**src/rtl/gpio_bank_apb_if.sv**
```systemverilog
// gpio_bank_apb_if: APB3 slave bus bundle for one GPIO bank.
// master drives address/control/wdata; slave returns prdata/pready/pslverr.
interface gpio_bank_apb_if #(
  parameter int PADDR_WIDTH = 4,
  parameter int DATA_WIDTH  = 8
);
  logic [PADDR_WIDTH-1:0] paddr;
  logic                   pselx;
  logic                   penable;
  logic                   pwrite;
  logic [DATA_WIDTH-1:0]  pwdata;
  logic [DATA_WIDTH-1:0]  prdata;
  logic                   pready;
  logic                   pslverr;

  modport master (
    output paddr, pselx, penable, pwrite, pwdata,
    input  prdata, pready, pslverr
  );

  modport slave (
    input  paddr, pselx, penable, pwrite, pwdata,
    output prdata, pready, pslverr
  );
endinterface

```
**src/rtl/gpio_bank_apb.sv**
```systemverilog
// gpio_bank_apb: APB register bank driving PIN_NUM pads with atomic
// set/clr/tgl, input sync and level/edge irqs (W1C status).
// Ports: pclk, presetn (sync, active low), apb (slave modport),
// a/oe/pu/pd pad controls, y async pad input, irq bank interrupt.
module gpio_bank_apb #(
  parameter int PIN_NUM     = 8,
  parameter int DATA_WIDTH  = 8,
  parameter int PADDR_WIDTH = 4,
  parameter int SYNC_STAGES = 2
) (
  input  logic               pclk,
  input  logic               presetn,
  gpio_bank_apb_if.slave     apb,
  output logic [PIN_NUM-1:0] a,
  output logic [PIN_NUM-1:0] oe,
  output logic [PIN_NUM-1:0] pu,
  output logic [PIN_NUM-1:0] pd,
  input  logic [PIN_NUM-1:0] y,
  output logic               irq
);

  localparam int AW = PADDR_WIDTH;
  localparam logic [AW-1:0] A_OUT  = AW'(4'h0);
  localparam logic [AW-1:0] A_OE   = AW'(4'h1);
  localparam logic [AW-1:0] A_PU   = AW'(4'h2);
  localparam logic [AW-1:0] A_PD   = AW'(4'h3);
  localparam logic [AW-1:0] A_IN   = AW'(4'h4);
  localparam logic [AW-1:0] A_SET  = AW'(4'h5);
  localparam logic [AW-1:0] A_CLR  = AW'(4'h6);
  localparam logic [AW-1:0] A_TGL  = AW'(4'h7);
  localparam logic [AW-1:0] A_EN   = AW'(4'h8);
  localparam logic [AW-1:0] A_TYP  = AW'(4'h9);
  localparam logic [AW-1:0] A_POL  = AW'(4'hA);
  localparam logic [AW-1:0] A_BOTH = AW'(4'hB);
  localparam logic [AW-1:0] A_STAT = AW'(4'hC);

  localparam int CW = $clog2(SYNC_STAGES + 2);
  localparam logic [CW-1:0] ARM_MAX = CW'(SYNC_STAGES + 1);

  logic [PIN_NUM-1:0] out_q,  out_d;
  logic [PIN_NUM-1:0] oe_q,   oe_d;
  logic [PIN_NUM-1:0] pu_q,   pu_d;
  logic [PIN_NUM-1:0] pd_q,   pd_d;
  logic [PIN_NUM-1:0] en_q,   en_d;
  logic [PIN_NUM-1:0] typ_q,  typ_d;
  logic [PIN_NUM-1:0] pol_q,  pol_d;
  logic [PIN_NUM-1:0] both_q, both_d;
  logic [PIN_NUM-1:0] stat_q, stat_d;
  logic [PIN_NUM-1:0] yprev_q;
  logic [SYNC_STAGES-1:0][PIN_NUM-1:0] sync_q;
  logic [CW-1:0] arm_q, arm_d;

  logic [PIN_NUM-1:0] ysync;
  logic [PIN_NUM-1:0] rise, fall;
  logic [PIN_NUM-1:0] edge_ev, lvl_ev, ev;
  logic [PIN_NUM-1:0] wd, w1c, rsel;
  logic               armed, wen, rsv;

  assign ysync = sync_q[SYNC_STAGES-1];
  assign armed = (arm_q == ARM_MAX);
  assign arm_d = armed ? arm_q : arm_q + CW'(1);

  assign rise = ysync & ~yprev_q;
  assign fall = ~ysync & yprev_q;

  // BOTH overrides POL for edge pins
  assign edge_ev = (both_q & (rise | fall))
                 | (~both_q & pol_q & rise)
                 | (~both_q & ~pol_q & fall);
  assign lvl_ev  = ~(ysync ^ pol_q);

  // edges masked until sync chain and yprev hold real pad data
  assign ev = (typ_q & edge_ev & {PIN_NUM{armed}})
            | (~typ_q & lvl_ev);

  assign wen = apb.pselx & apb.penable & apb.pwrite;
  assign wd  = apb.pwdata[PIN_NUM-1:0];
  assign rsv = (apb.paddr > A_STAT);

  always_comb begin
    out_d  = out_q;
    oe_d   = oe_q;
    pu_d   = pu_q;
    pd_d   = pd_q;
    en_d   = en_q;
    typ_d  = typ_q;
    pol_d  = pol_q;
    both_d = both_q;
    w1c    = '0;
    if (wen) begin
      case (apb.paddr)
        A_OUT:   out_d  = wd;
        A_OE:    oe_d   = wd;
        A_PU:    pu_d   = wd;
        A_PD:    pd_d   = wd;
        A_SET:   out_d  = out_q | wd;
        A_CLR:   out_d  = out_q & ~wd;
        A_TGL:   out_d  = out_q ^ wd;
        A_EN:    en_d   = wd;
        A_TYP:   typ_d  = wd;
        A_POL:   pol_d  = wd;
        A_BOTH:  both_d = wd;
        A_STAT:  w1c    = wd;
        default: ;
      endcase
    end
    // a new event beats a simultaneous clear
    stat_d = (stat_q & ~w1c) | ev;
  end

  always_ff @(posedge pclk) begin
    if (!presetn) begin
      out_q   <= '0;
      oe_q    <= '0;
      pu_q    <= '0;
      pd_q    <= '0;
      en_q    <= '0;
      typ_q   <= '0;
      pol_q   <= '0;
      both_q  <= '0;
      stat_q  <= '0;
      yprev_q <= '0;
      sync_q  <= '0;
      arm_q   <= '0;
    end else begin
      out_q   <= out_d;
      oe_q    <= oe_d;
      pu_q    <= pu_d;
      pd_q    <= pd_d;
      en_q    <= en_d;
      typ_q   <= typ_d;
      pol_q   <= pol_d;
      both_q  <= both_d;
      stat_q  <= stat_d;
      yprev_q <= ysync;
      sync_q  <= {sync_q[SYNC_STAGES-2:0], y};
      arm_q   <= arm_d;
    end
  end

  always_comb begin
    rsel = '0;
    case (apb.paddr)
      A_OUT:   rsel = out_q;
      A_OE:    rsel = oe_q;
      A_PU:    rsel = pu_q;
      A_PD:    rsel = pd_q;
      A_IN:    rsel = ysync;
      A_EN:    rsel = en_q;
      A_TYP:   rsel = typ_q;
      A_POL:   rsel = pol_q;
      A_BOTH:  rsel = both_q;
      A_STAT:  rsel = stat_q;
      default: rsel = '0;
    endcase
  end

  // zero when unselected so banks can OR onto one return bus
  always_comb begin
    apb.prdata = '0;
    if (apb.pselx && !apb.pwrite) begin
      apb.prdata[PIN_NUM-1:0] = rsel;
    end
  end

  assign apb.pready  = apb.pselx & apb.penable;
  assign apb.pslverr = apb.pselx & apb.penable & rsv;

  assign a   = out_q;
  assign oe  = oe_q;
  assign pd  = pd_q;
  assign pu  = pu_q & ~pd_q;
  assign irq = |(stat_q & en_q);

endmodule

```
**src/flat_wrapper.sv**
```systemverilog
// flat-port wrapper written by rule: the top's interface ports become plain ports
module gpio_bank_apb_flat 
#(
  parameter int PIN_NUM     = 8,
  parameter int DATA_WIDTH  = 8,
  parameter int PADDR_WIDTH = 4,
  parameter int SYNC_STAGES = 2
)
  (pclk, presetn, a, oe, pu, pd, y, irq, apb_paddr, apb_pselx, apb_penable, apb_pwrite, apb_pwdata, apb_prdata, apb_pready, apb_pslverr);
  gpio_bank_apb_if #(.PADDR_WIDTH(PADDR_WIDTH), .DATA_WIDTH(DATA_WIDTH)) apb_i ();
  input  logic pclk;
  input  logic presetn;
  output logic [PIN_NUM-1:0] a;
  output logic [PIN_NUM-1:0] oe;
  output logic [PIN_NUM-1:0] pu;
  output logic [PIN_NUM-1:0] pd;
  input  logic [PIN_NUM-1:0] y;
  output logic irq;
  input wire logic [$bits(apb_i.paddr)-1:0] apb_paddr;
  input wire logic [$bits(apb_i.pselx)-1:0] apb_pselx;
  input wire logic [$bits(apb_i.penable)-1:0] apb_penable;
  input wire logic [$bits(apb_i.pwrite)-1:0] apb_pwrite;
  input wire logic [$bits(apb_i.pwdata)-1:0] apb_pwdata;
  output wire logic [$bits(apb_i.prdata)-1:0] apb_prdata;
  output wire logic [$bits(apb_i.pready)-1:0] apb_pready;
  output wire logic [$bits(apb_i.pslverr)-1:0] apb_pslverr;
  assign apb_i.paddr = apb_paddr;
  assign apb_i.pselx = apb_pselx;
  assign apb_i.penable = apb_penable;
  assign apb_i.pwrite = apb_pwrite;
  assign apb_i.pwdata = apb_pwdata;
  assign apb_prdata = apb_i.prdata;
  assign apb_pready = apb_i.pready;
  assign apb_pslverr = apb_i.pslverr;
  gpio_bank_apb #(.PIN_NUM(PIN_NUM), .DATA_WIDTH(DATA_WIDTH), .PADDR_WIDTH(PADDR_WIDTH), .SYNC_STAGES(SYNC_STAGES)) u_core (.pclk(pclk), .presetn(presetn), .apb(apb_i), .a(a), .oe(oe), .pu(pu), .pd(pd), .y(y), .irq(irq));
endmodule
```
**config.mk**
```make
export PLATFORM = sky130hd
export DESIGN_NAME = gpio_bank_apb_flat
export DESIGN_NICKNAME = d
export VERILOG_FILES = /design/src/rtl/gpio_bank_apb_if.sv /design/src/rtl/gpio_bank_apb.sv /design/src/flat_wrapper.sv
export SDC_FILE = /design/constraint.sdc
export NUM_CORES = 1
export LEC_CHECK = 0
export ABC_AREA = 1
export BUFFER_PORTS_ARGS = -buffer_cell sky130_fd_sc_hd__buf_2
export CORE_AREA = 2 2 96 98
export CTS_BUF_LIST = sky130_fd_sc_hd__clkbuf_16
export CTS_CLUSTER_DIAMETER = 100
export DETAILED_ROUTE_END_ITERATION = 10
export DIE_AREA = 0 0 98 100
export MAX_ROUTING_LAYER = met4
export PLACE_DENSITY_LB_ADDON = 0.12
export SETUP_SLACK_MARGIN = 0.02
export SYNTH_ARGS = -nofsm -noshare
export SYNTH_HDL_FRONTEND = slang
export SYNTH_SLANG_ARGS = --single-unit
```
**constraint.sdc**
```tcl
create_clock -name pclk -period 3.35 [get_ports pclk]
set_input_delay 0.335 -clock pclk [delete_from_list [all_inputs] [get_ports pclk]]
set_output_delay 0.335 -clock pclk [all_outputs]
set_load 0.03 [all_outputs]
```
==> flow_summary.ini <==
[outcome]
status = finished, final reports clean

[sta]
worst_pin_slew_ps = 862
hold_viol = 0
finalSetupViolCount = 0
drv_slew = 0
clock-skew-final_ps = 8.01
finalSetupTns_ps = 0
fin_crit_sh_pct = 69.2
slew_headroom_pct = 42.5
rsz0062_at_grt = no
period_needed_ps = 2320
fmax_ghz = 0.432

[critical_path]
cp.arrival_ps = 1980
critPathCaptureType = output pin
required_ps = 3010
start_kind = input port
worstReg2RegEnd = u_core.stat_q[2]
cp-endpoint = apb_prdata[6]
crit_type = in2out
crit_start = apb_paddr[1]
r2r_start = u_core.arm_q[0]
r2r_cells = 7
r2r_slack_ps = 1870
critPathMaxFanout = 16

[die]
start_util_pct = 60.5
die_y_um = 100
die_area_mm2 = 0.00980
rows = 35
die_x_um = 98
coreArea_mm2 = 0.00889
ios = 68

[clock_network]
clk_pin_slew_ps = 70
clockRootBuffer = clkbuf_16
clk_latency_ps = 340
tritoncts.num_buffers = 9
cts.sinks = 98
cts_tree = built
post_cts_buffers = 0
clockBufferDepth = 2
htree_levels = 3
holdBufCountCts = 0
cts_resized = 0

[synth]
synthTopCellsByCount = nand2_1, inv_1, dfxtp_1, a21oi_1, nand3_1
synth_edf_count = 0
synth.avg_cell_area_um2 = 6.66
synth_compound_area_share_pct = 14.8
synth_top_family_by_area = simple AND/OR/NAND/NOR gates
synth_top_area_cell = dfxtp_1
synth-seq-cells = 98
yosysTopAreaCellShare_pct = 36.5
synth.most_common_cell = nand2_1
netlist_area_mm2 = 0.00538
async_reset_ff_share_pct = 0
synth.area.mux_share_pct = 0
yosys_warnings = 0
synthAdderAreaFrac_pct = 7.68
synth_area_leaders = dfxtp_1, nand2_1, a21oi_1, inv_1, nand3_1
yosysSeqAreaShare_pct = 36.5
synth-simple-area-share_pct = 29.5
synth_fp_nets = 865
synthFlopType = dfxtp_1
yosysUniqueCellTypes = 23
synthCells = 807
synth_xor_area_share_pct = 0

[final_layout]
layout-drive-gt1-share_pct = 12.4
syn_to_final_growth_pct = 11.8
nets = 920
fin_cells = 977
n_fill_cell = 800
diodes = 0
final_cell_area_mm2 = 0.00601

[global_routing]
gr-usage-all-layers_pct = 33.5
grt_first_pass_wirelength_um = 25000
antenna_found_initial = 0
grt_overflow_total = 0
grt_pass1_vias = 4947
grt_max_degree = 33

[routing]
firstDrtPassIters = 5
ant_nets = 0
via_per_inst = 5.54
routed-via-count = 5409
first_iter_violations = 350
remaining_drc_errors = 0
wl_per_cell_um = 16.2
wl_um = 15800

[placement]
hpwl_um = 11300
gp_congestion = 0.950
place_inst = 962
place_area_mm2 = 0.00574
portBuffers = 67

[power]
ir_worst_vdd_mv = 0.269
powerDensity_mw_per_mm2 = 408
leakage_nw = 3.12

[run]
cap_violations = 0

[hold_path]
min_path_type = in2reg
worst min path at each step:
stage	from	end	slack, ps	depth (start not counted)
after detailed placement	u_core.sync_q[4]	u_core.ysync[4]	400	2
after global routing	y[6]	u_core.sync_q[6]	170	3
after global placement	u_core.sync_q[4]	u_core.ysync[4]	390	2
final	y[1]	u_core.sync_q[1]	170	3
after CTS	y[1]	u_core.sync_q[1]	160	3
after floorplan	u_core.sync_q[4]	u_core.ysync[4]	390	2
metrics by stage:
step	worst slack (ps)	util (%)	hold slack [ps]	power [mW]
3_3_place_gp	1110	64.5	388	1.47
6_report	1030	67.6	171	2.45
5_1_grt	881	67.6	169	2.53
3_5_place_dp	1090	64.5	397	1.48
4_1_cts	1100	67.6	165	2.45
2_1_floorplan	1620	-	386	1.39
kinds of logic (layout without fill, tap and decap cells):
family | count (synthesis) | after routing
AOI/OAI and AO/OA | 157 | 157
DFF | 98 | 98
and+or+nand+nor | 366 | 366
buffers and inverters | 153 | 212
adders and majority gates | 33 | 33
layout make-up:
cell class	count	area, µm²	share of cell area [%]
flip-flops and latches	98	1960	32.6
multi-input cells	556	2790	46.5
repair buffers	72	373	6.20
clock inverters	6	48.8	0.812
well taps	111	139	2.31
clock buffers	9	225	3.75
inverters	125	469	7.81
registers in the layout, indices dropped and copies added (netlist names):
signal          count
u_core.en_q         8
u_core.sync_q       8
u_core.both_q       8
u_core.pol_q        8
u_core.a            8
u_core.oe           8
u_core.ysync        8
u_core.stat_q       8
u_core.pd           8
u_core.typ_q        8
u_core.yprev_q      8
u_core.pu_q         8
u_core.arm_q        2
where the power goes:
part / total, mW / switching (mW) / internal, mW / leakage [nW]
Clock: 0.990 / 0.480 / 0.510 / 0.130
Sequential: 1.22 / 0.0253 / 1.19 / 0.798
Combinational: 0.242 / 0.175 / 0.0672 / 2.19
layout by cell type (no fill, tap or decap):
cell type,Yosys,routed
buf_2,9,67
clkinv_1,3,3
nand3b_1,8,8
nor2_8,1,1
nand2_1,196,196
dfxtp_1,98,98
nor2_2,7,7
clkinvlp_4,0,2
inv_6,0,2
clkbuf_16,0,9
nand2_4,3,3
o21ai_0,64,64
nor2_1,63,63
nor3_1,1,1
ha_1,33,33
inv_1,116,116
inv_8,0,1
buf_4,5,5
clkinv_2,0,1
o21ai_1,2,2
inv_2,6,6
nand3_1,84,84
a21oi_1,89,89
nor2_4,2,2
a221oi_1,2,2
nand3_2,1,1
metal layers:
metal	wire [µm]	vias to the layer above	track usage, %
met5	0	-	-
met4	733	0	17.9
met3	1110	55	4.18
met2	7340	240	52.2
met1	6650	2446	42.7
li1	-	2668	-
worst max-delay path, cell delays in order:
cell	delay [ps]
buf_2	150
inv_1	90
nor2_2	660
nand3_1	190
nand2_1	120
nor2_1	40
nand3_1	50
nand2_1	70
inv_1	80
buf_2	190
(Power assumes the default switching activity.)
